**config.mk**
```make
export PLATFORM = sky130hd
export DESIGN_NAME = imem_loader
export DESIGN_NICKNAME = d
export VERILOG_FILES = /design/src/rtl/cpu_pkg.sv /design/src/rtl/imem_word_assembler.sv /design/src/rtl/imem_loader.sv
export SDC_FILE = /design/constraint.sdc
export NUM_CORES = 1
export LEC_CHECK = 0
export ABC_AREA = 1
export CORE_ASPECT_RATIO = 1.25
export CORE_MARGIN = 1.5
export CORE_UTILIZATION = 45
export DETAILED_ROUTE_END_ITERATION = 7
export PLACE_DENSITY = 0.84
export REMOVE_ABC_BUFFERS = 1
export SLEW_MARGIN = 5
export SYNTH_ARGS = -nofsm -noshare
export SYNTH_HDL_FRONTEND = slang
export SYNTH_SLANG_ARGS = --single-unit
```
**constraint.sdc**
```tcl
create_clock -name clk -period 1.3 [get_ports clk]
set_input_delay 0.39 -clock clk [delete_from_list [all_inputs] [get_ports clk]]
set_output_delay 0.39 -clock clk [all_outputs]
set_load 0.005 [all_outputs]
```
**src/rtl/cpu_pkg.sv**
```systemverilog
// cpu_pkg: shared instruction/PC widths, PC step and instruction-loader state encoding
package cpu_pkg;
  localparam int INSTR_W = 32;
  localparam int PC_W = 6;
  localparam int PC_STEP = 2;
  typedef enum logic [2:0] {S_IDLE, S_COUNT, S_DATA, S_WRITE, S_CKSUM, S_DONE, S_ERR} loader_state_t;
endpackage

```
**src/rtl/imem_word_assembler.sv**
```systemverilog
// imem_word_assembler: 8->32 MSB-first byte packer with 2-bit byte counter
module imem_word_assembler
  import cpu_pkg::*;
(
  input  logic               clk,
  input  logic               reset,
  input  logic               clear,
  input  logic               byte_valid,
  input  logic [7:0]         byte_in,
  output logic [INSTR_W-1:0] word,
  output logic               word_valid
);
  logic [1:0] cnt;
  assign word_valid = byte_valid && cnt == 2'd3;
  always_ff @(posedge clk)
    if (reset || clear) begin
      cnt  <= '0;
      word <= '0;
    end else if (byte_valid) begin
      word <= {word[INSTR_W-9:0], byte_in};
      cnt  <= cnt + 2'd1;
    end
endmodule

```
**src/rtl/imem_loader.sv**
```systemverilog
// imem_loader: streams a program into instr_mem, holding the CPU in reset; IMEM_LOADER_CKSUM_EN adds a trailing XOR checksum byte
module imem_loader
  import cpu_pkg::*;
#(
  parameter int             MAX_WORDS = 32,
  parameter int             ADDR_STEP = PC_STEP,
  parameter logic [PC_W-1:0] BASE_ADDR = '0
) (
  input  logic               clk,
  input  logic               reset,
  input  logic               start,
  input  logic [7:0]         rx_data,
  input  logic               rx_valid,
  output logic               rx_ready,
  output logic               imem_we,
  output logic [PC_W-1:0]    imem_addr,
  output logic [INSTR_W-1:0] imem_wdata,
  output logic               cpu_hold,
  output logic               done,
  output logic               err
);
  localparam int CW = $clog2(MAX_WORDS + 1);
  localparam logic [7:0] MAX_N = 8'(MAX_WORDS);
  loader_state_t state;
  logic [CW-1:0] words_left;
  logic xfer, start_ok, word_valid;
`ifdef IMEM_LOADER_CKSUM_EN
  logic [7:0] cksum;
`endif
  assign rx_ready = state inside {S_COUNT, S_DATA, S_CKSUM};
  assign xfer = rx_valid && rx_ready;
  assign start_ok = start && state inside {S_IDLE, S_DONE, S_ERR};
  imem_word_assembler u_asm (
    .clk        (clk),
    .reset      (reset),
    .clear      (start_ok),
    .byte_valid (xfer && state == S_DATA),
    .byte_in    (rx_data),
    .word       (imem_wdata),
    .word_valid (word_valid)
  );
  always_ff @(posedge clk) begin
    if (reset) begin
      state      <= S_IDLE;
      imem_we    <= 1'b0;
      imem_addr  <= BASE_ADDR;
      cpu_hold   <= 1'b0;
      done       <= 1'b0;
      err        <= 1'b0;
      words_left <= '0;
`ifdef IMEM_LOADER_CKSUM_EN
      cksum      <= '0;
`endif
    end else begin
      imem_we <= 1'b0;
      if (start_ok) begin
        state     <= S_COUNT;
        cpu_hold  <= 1'b1;
        done      <= 1'b0;
        err       <= 1'b0;
        imem_addr <= BASE_ADDR;
`ifdef IMEM_LOADER_CKSUM_EN
        cksum     <= '0;
`endif
      end else begin
        case (state)
          S_COUNT:
            if (xfer) begin
              if (rx_data == 8'd0 || rx_data > MAX_N) begin
                state <= S_ERR;
                err   <= 1'b1;
              end else begin
                words_left <= CW'(rx_data);
                state      <= S_DATA;
              end
            end
          S_DATA:
            if (xfer) begin
`ifdef IMEM_LOADER_CKSUM_EN
              cksum <= cksum ^ rx_data;
`endif
              if (word_valid) begin
                state   <= S_WRITE;
                imem_we <= 1'b1;
              end
            end
          S_WRITE: begin
            imem_addr  <= imem_addr + PC_W'(ADDR_STEP);
            words_left <= words_left - CW'(1);
            if (words_left != CW'(1))
              state <= S_DATA;
`ifdef IMEM_LOADER_CKSUM_EN
            else
              state <= S_CKSUM;
`else
            else begin
              state    <= S_DONE;
              done     <= 1'b1;
              cpu_hold <= 1'b0;
            end
`endif
          end
`ifdef IMEM_LOADER_CKSUM_EN
          S_CKSUM:
            if (xfer) begin
              state    <= (rx_data == cksum) ? S_DONE : S_ERR;
              done     <= rx_data == cksum;
              err      <= rx_data != cksum;
              cpu_hold <= rx_data != cksum;
            end
`endif
          default: ;
        endcase
      end
    end
  end
endmodule

```
======== Word-level counts from Yosys, hierarchy flattened ========
Cells that the tools add are included.
word-level totals
  register bits after elaboration ......... 53
  input port bits ......................... 12
  output and inout bits ................... 43
  word-level logic and storage cells ...... 70
cells by class
  $add $sub $neg .......................... 3
  magnitude comparators ................... 1
  equal/unequal tests ..................... 16
  multiplexer cells ....................... 14
  bitwise gates (word level) .............. 4
  reductions and logical operators ........ 22
operators with widths
  operator                                                                          count
  3-bit 2-to-1 mux                                                                  5
  6-bit 2-to-1 mux                                                                  2
  6-bit one-hot mux with 2 select lines                                             1
  4-bit AND reduction                                                               3
  3-bit == test (second input constant)                                             3
  3-bit one-hot mux with 3 select lines                                             1
  3-bit nonzero test                                                                3
  8-bit by 6-bit greater-than comparator with 1-bit output (second input constant)  1
  8-bit logical NOT                                                                 1
  6-bit by 2-bit adder with 6-bit output (second input constant)                    1
  3-bit by 2-bit == test with 1-bit output (second input constant)                  2
  2-bit inequality test (second input constant)                                     3
  3-bit by 2-bit inequality test with 1-bit output (second input constant)          2
  6-bit by 1-bit inequality test with 1-bit output (second input constant)          1
  6-bit by 1-bit subtractor with 6-bit output (second input constant)               1
  1-bit 2-to-1 mux                                                                  5
  1-bit logical AND                                                                 4
  2-bit by 1-bit inequality test with 1-bit output (second input constant)          2
  1-bit inverter                                                                    4
  2-bit AND reduction                                                               2
  2-bit nonzero test                                                                2
  4-bit nonzero test                                                                1
  4-bit OR reduction                                                                1
  3-bit by 1-bit == test with 1-bit output (second input constant)                  1
  7 further kinds                                                                   8

======== Logic depth before layout (Yosys ltp) ========
Gate-level depths: netlist (run 1).
  depth in word-level cells ............... 9
  depth in mapped cells ................... 11
  mapped depth without buffers ............ 11

======== Hierarchy ========
From an unflattened synthesis (run 1), not the netlist that was laid out.
unflattened totals
  cell total of the unflattened synthesis .. 388
  area, all modules ....................... 2528.7 µm²
modules (own cells, without submodules)
  module               times used  cells an instance  area each (µm²)  sequential area each (µm²)
  imem_word_assembler  1           218                1435.1           680.7
  imem_loader          1           170                1093.5           360.3

======== Least setup slack after synthesis (run 1) ========
OpenSTA, ideal clock, no wires.
  path kind ............................... input to register
  from .................................... input rx_valid
  to ...................................... register words_left[0]
  library setup time ...................... 115 ps
  arrival ................................. 1107 ps
  required time ........................... 1185 ps
  setup slack ............................. 78 ps
  stages .................................. 7
  buffers on the path ..................... 2
  cell sequence ........................... buf_2 inv_1 o21ai_2 buf_4 nand3b_1 nand2_1 nor2_1
on the way
  word-level cells in the longest chain between the ends .. 3
ends and longest elaborated chain
  element                                 RTL line           text
  start: declaration                      imem_loader.sv:13  input logic rx_valid,
  1-bit logical AND                       imem_loader.sv:31  assign xfer = rx_valid && rx_ready;
  2-bit inequality test (no source line)  n/a
  4-bit AND reduction (no source line)    n/a
  end signal: assignment                  imem_loader.sv:73  words_left <= CW'(rx_data);
  end signal: assignment                  imem_loader.sv:89  words_left <= words_left - CW'(1);
  end: declaration                        imem_loader.sv:25  logic [CW-1:0] words_left;
No other way between the ends.
A chain may end at the register's enable or synchronous reset.

======== Final worst setup path (run 1) ========
  from .................................... register state[1]
  to ...................................... output rx_ready
on the way
  word-level cells in the longest chain between the ends .. 2
  elaborated cells between the ends (all ways) .. 4
  classes of those cells .................. eq/ne (3); reduce/logical (1)
ends and longest elaborated chain
  element                                                           RTL line           text
  start: declaration                                                imem_loader.sv:24  loader_state_t state;
  start signal: assignment                                          imem_loader.sv:44  state <= S_IDLE;
  start signal: assignment                                          imem_loader.sv:57  state <= S_COUNT;
  start signal: assignment                                          imem_loader.sv:70  state <= S_ERR;
  3-bit by 1-bit == test with 1-bit output (tied with other cells)  imem_loader.sv:30  assign rx_ready = state inside {S_COUNT, S_DATA, S_CKSUM};
  3-bit nonzero test (*)                                            imem_loader.sv:30
  end: declaration                                                  imem_loader.sv:14  output logic rx_ready,
Every way passes the cells marked *; elsewhere a longest branch is shown, timed or not.

==> run_summary.xml, run 1 <==
<?xml version="1.0" encoding="UTF-8"?>
<metrics>
  <group name="outcome">
    <metric name="outcome" unit="">finished, violations left</metric>
    <metric name="violations_in_the_final_reports" unit="">negative setup slack</metric>
  </group>
  <group name="drt">
    <metric name="first_pass_iters" unit="">5</metric>
    <metric name="route.detailed.vias_per_inst" unit="">5.66</metric>
    <metric name="detail_route.wl_per_cell" unit="um">18.0</metric>
    <metric name="drt.antenna.violating_nets" unit="">0</metric>
    <metric name="wirelength" unit="um">9170</metric>
    <metric name="detail_route.iter0.violations" unit="">293</metric>
    <metric name="via_count" unit="">2877</metric>
    <metric name="drc" unit="">0</metric>
  </group>
  <group name="finish">
    <metric name="final_nets" unit="">459</metric>
    <metric name="finish.utilization" unit="">0.774</metric>
    <metric name="area_growth" unit="%">66.1</metric>
    <metric name="layout.cells.most_common_list" unit="">sky130_fd_sc_hd__buf_4 (58), sky130_fd_sc_hd__nand2_1 (56), sky130_fd_sc_hd__dfxtp_2 (43)</metric>
    <metric name="filler_cell_count" unit="">316</metric>
    <metric name="share_of_post_route_cells_with_drive_strength_above_1" unit="">0.502</metric>
    <metric name="layout.cells.non_filler" unit="">508</metric>
    <metric name="num_antenna_cells" unit="">0</metric>
    <metric name="most_common_library_cell_in_the_layout_ignoring_fill_and_taps" unit="">sky130_fd_sc_hd__buf_4</metric>
  </group>
  <group name="placed_design">
    <metric name="gp_routability_congestion" unit="">0.832</metric>
    <metric name="dpl.cell_count" unit="">456</metric>
    <metric name="place.port_buffers" unit="">53</metric>
    <metric name="half_perimeter_wire_length_after_placement" unit="um">4380</metric>
  </group>
  <group name="floorplan">
    <metric name="core_region_area" unit="mm2">0.00541</metric>
    <metric name="floorplan.initialDensity" unit="">0.466</metric>
    <metric name="chipWidth" unit="um">69.9</metric>
    <metric name="num_rows" unit="">30</metric>
    <metric name="floorplan.die_area" unit="mm2">0.00606</metric>
    <metric name="ios" unit="">55</metric>
    <metric name="dieHeight" unit="um">86.6</metric>
  </group>
  <group name="cts">
    <metric name="number_of_h_tree_levels" unit="">2</metric>
    <metric name="post_cts_hold_buffer_count" unit="">0</metric>
    <metric name="cts-root-buf" unit="">sky130_fd_sc_hd__clkbuf_8</metric>
    <metric name="cts_num_sinks" unit="">52</metric>
    <metric name="cts_made_buffers" unit="">5</metric>
    <metric name="clk-insertion-delay-late" unit="ps">320</metric>
    <metric name="cts_tree" unit="">done</metric>
    <metric name="maximum_clock_insertion_buffer_count" unit="">2</metric>
    <metric name="reg_clk_slew_reported_paths" unit="ps">100</metric>
  </group>
  <group name="power">
    <metric name="share_of_total_power_in_the_clock_network" unit="">0.181</metric>
    <metric name="post-layout-total-power" unit="mW">5.59</metric>
    <metric name="internal_power" unit="mW">3.41</metric>
    <metric name="power-per-cell-area" unit="mW/mm2">1340</metric>
    <metric name="standby_leakage_power" unit="nW">1.76</metric>
    <metric name="power_frac_seq" unit="">0.331</metric>
    <metric name="power_share_of_the_combinational_group" unit="">0.488</metric>
    <metric name="vdd_drop_max" unit="mV">0.893</metric>
    <metric name="netSwitchingPower" unit="mW">2.18</metric>
    <metric name="swShare" unit="">0.390</metric>
  </group>
  <group name="timing">
    <metric name="hold_viol_final" unit="">0</metric>
    <metric name="fin_crit_sh" unit="">1.15</metric>
    <metric name="post-route-min-period" unit="ps">1490</metric>
    <metric name="achievable-frequency" unit="MHz">671</metric>
    <metric name="rsz_0062_raised_after_global_routing" unit="">true</metric>
    <metric name="setup_violations" unit="">53</metric>
    <metric name="final.setup.tns" unit="ps">-5300</metric>
    <metric name="setup_ws" unit="ps">-189</metric>
    <metric name="drv_slew" unit="">0</metric>
    <metric name="clock_skew" unit="ps">13.0</metric>
  </group>
  <group name="synth">
    <metric name="synth.top_cells.by_area" unit="">sky130_fd_sc_hd__dfxtp_1 (41%), sky130_fd_sc_hd__a21oi_2 (12%), sky130_fd_sc_hd__nand2_1 (9.8%)</metric>
    <metric name="synth_cell_types" unit="">35</metric>
    <metric name="synth_seq_area_share" unit="">0.414</metric>
    <metric name="synth_top_area_frac" unit="">0.414</metric>
    <metric name="syn-instance-count" unit="">314</metric>
    <metric name="synth_area" unit="mm2">0.00252</metric>
    <metric name="yosys_most_used_dff" unit="">sky130_fd_sc_hd__dfxtp_1</metric>
    <metric name="postSynthAreaPerCell" unit="um2">8.02</metric>
    <metric name="synth-seq-cells" unit="">52</metric>
    <metric name="synth_area_leader_cell" unit="">sky130_fd_sc_hd__dfxtp_1</metric>
    <metric name="number_of_enable_type_register_cells_in_the_synthesized_netlist" unit="">0</metric>
    <metric name="synth-async-reset-ratio" unit="">0</metric>
    <metric name="ys.warnings.count" unit="">0</metric>
  </group>
  <group name="grt">
    <metric name="grt_busiest_layer" unit="">met2</metric>
    <metric name="grt_pass1_vias" unit="">2853</metric>
    <metric name="grt_pass1_wl" unit="um">13900</metric>
    <metric name="grt_start_max_net_pins" unit="">25</metric>
    <metric name="gr_util_met1" unit="">0.307</metric>
    <metric name="grt_antenna_before_repair" unit="">0</metric>
    <metric name="globalRouteOverflowTotal" unit="">0</metric>
    <metric name="grt.total_usage" unit="">0.289</metric>
    <metric name="global_route.usage.met2" unit="">0.547</metric>
    <metric name="globalRouteMet3Util" unit="">0.0453</metric>
  </group>
  <group name="critical_path">
    <metric name="setup_crit_start_kind" unit="">register</metric>
    <metric name="critical_path_arrival" unit="ps">1100</metric>
    <metric name="reg2reg_slack" unit="ps">-170</metric>
    <metric name="cells_along_the_critical_path" unit="">buf_4 -&gt; nand3_2 -&gt; nand3_2 -&gt; buf_2</metric>
    <metric name="crit_required" unit="ps">910</metric>
    <metric name="critPathMaxFanout" unit="">2</metric>
    <metric name="cpPeakStageDelay" unit="ps">360</metric>
    <metric name="endpoint_kind" unit="">output port</metric>
    <metric name="worstSetupPathType" unit="">register to output port</metric>
    <metric name="rr_endpoint" unit="">u_asm.word[23]$_SDFFE_PP0P_</metric>
    <metric name="worstReg2RegStart" unit="">state[1]$_SDFFE_PP0P_</metric>
    <metric name="crit_slowest_cell" unit="">sky130_fd_sc_hd__dfxtp_2</metric>
    <metric name="cp_common_cell" unit="">sky130_fd_sc_hd__nand3_2</metric>
    <metric name="r2r_cells" unit="">7</metric>
  </group>
  <group name="hold_path">
    <metric name="worst_hold_launch" unit="">u_asm.word[31]$_SDFFE_PP0P_</metric>
    <metric name="hold_end" unit="">u_asm.word[31]$_SDFFE_PP0P_</metric>
    <metric name="min_path_cells" unit="">2</metric>
    <metric name="holdCritPathClass" unit="">register to register</metric>
  </group>
  <group name="run">
    <metric name="max_cap_check_violation_count" unit="">0</metric>
  </group>
</metrics>
==> worst max-delay path: cells and delay by family (launching register included) <==
kind,cells,cell delay [ps]
buf+inv,2,230
simple gates,2,200
flops,1,360
==> synth_stat cells, types with 2 or more instances <==
cell                       count
sky130_fd_sc_hd__a21oi_1      11
sky130_fd_sc_hd__a21oi_2      35
sky130_fd_sc_hd__buf_2         7
sky130_fd_sc_hd__buf_4         3
sky130_fd_sc_hd__buf_6         4
sky130_fd_sc_hd__clkbuf_1      3
sky130_fd_sc_hd__dfxtp_1      52
sky130_fd_sc_hd__ha_1          4
sky130_fd_sc_hd__inv_1        19
sky130_fd_sc_hd__inv_2         4
sky130_fd_sc_hd__nand2_1      66
sky130_fd_sc_hd__nand2_2       3
sky130_fd_sc_hd__nand2_4       2
sky130_fd_sc_hd__nand3_1      45
sky130_fd_sc_hd__nand3_2       2
sky130_fd_sc_hd__nand3b_1      3
sky130_fd_sc_hd__nor2_1       26
sky130_fd_sc_hd__nor3_1        3
sky130_fd_sc_hd__o21ai_0       5
sky130_fd_sc_hd__xor2_1        2
==> state kept, by name, indices dropped and copies added (netlist names) <==
register    count
err             1
imem_addr       5
cpu_hold        1
state           3
imem_we         1
done            1
u_asm.word     32
u_asm.cnt       2
words_left      6
==> layer usage <==
metal	routed length (um)	vias to the layer above
li1	-	1297
met1	3260	1358
met2	4800	172
met3	590	50
met4	508	0
met5	0	-
==> metrics by stage <==
step,worst slack [ps],hold WS (ps),instance area [um2]
2_1_floorplan,-178,451,2400
3_3_place_gp,-548,449,3420
3_5_place_dp,-583,456,3420
4_1_cts,-174,466,4020
5_1_grt,-304,484,4180
6_report,-189,469,4180
==> power groups by stage <==
| stage | clock network, mW | logic, mW | registers [mW] |
|---|---|---|---|
| 6_report | 1.01 | 2.73 | 1.85 |
| 5_1_grt | 1.07 | 2.91 | 1.86 |
| 4_1_cts | 1.00 | 2.43 | 1.83 |
| 3_5_place_dp | 0 | 1.84 | 1.85 |
| 3_3_place_gp | 0 | 1.80 | 1.84 |
| 2_1_floorplan | 0 | 0.951 | 1.85 |
==> area by class of cell <==
type                       count  area (um2)  area share
clock inverter                 2        13.8     0.00329
tap                           64        80.1      0.0192
timing repair buffer         136        1330       0.317
inverter                      25         106      0.0254
multi-input combinational    222        1460       0.349
clock buffer                   6        82.6      0.0197
sequential                    52        1100       0.264
timing repair inverter         1        8.76     0.00209
==> how the worst max path moves through the flow <==
stage / endpoint / slack (ps) / from
5_1_grt: words_left[2]$_SDFFE_PP0P_ / -300 / words_left[1]$_SDFFE_PP0P_
2_1_floorplan: u_asm.cnt[0]$_SDFFE_PP0P_ / -180 / state[2]$_SDFFE_PP0P_
3_5_place_dp: words_left[5]$_SDFFE_PP0P_ / -580 / rx_data[4]
4_1_cts: rx_ready / -170 / state[1]$_SDFFE_PP0P_
6_report: rx_ready / -190 / state[1]$_SDFFE_PP0P_
3_3_place_gp: words_left[5]$_SDFFE_PP0P_ / -550 / rx_data[5]
==> repair_timing <==
action                                  in CTS  in global routing
buffers inserted                            31                  9
endpoints found under the setup margin      94                 85
pin swaps                                   15                  8
resized for setup                          147                 59
cloned                                       7                  0
==> cell families after synthesis <==
| logic type | after synthesis | share of synthesized area |
|---|---|---|
| compound gates | 55 | 0.171 |
| simple gates | 158 | 0.303 |
| fa+ha+maj | 4 | 0.0199 |
| other cells | 1 | 0.00149 |
| xor+xnor | 2 | 0.00696 |
| flops | 52 | 0.414 |
| buf+inv | 42 | 0.0845 |
No activity file was read; power rests on OpenSTA's default activity.
==> run 2: changes to the inputs <==
--- a/config.mk
+++ b/config.mk
@@ -11,6 +11,7 @@
 export CORE_UTILIZATION = 45
 export DETAILED_ROUTE_END_ITERATION = 7
 export PLACE_DENSITY = 0.84
+export RECOVER_POWER = 50
 export REMOVE_ABC_BUFFERS = 1
 export SLEW_MARGIN = 5
 export SYNTH_ARGS = -nofsm -noshare
==> results of run 2 <==
Same layout as run 1: the final DEF is identical, and so are final timing and power.
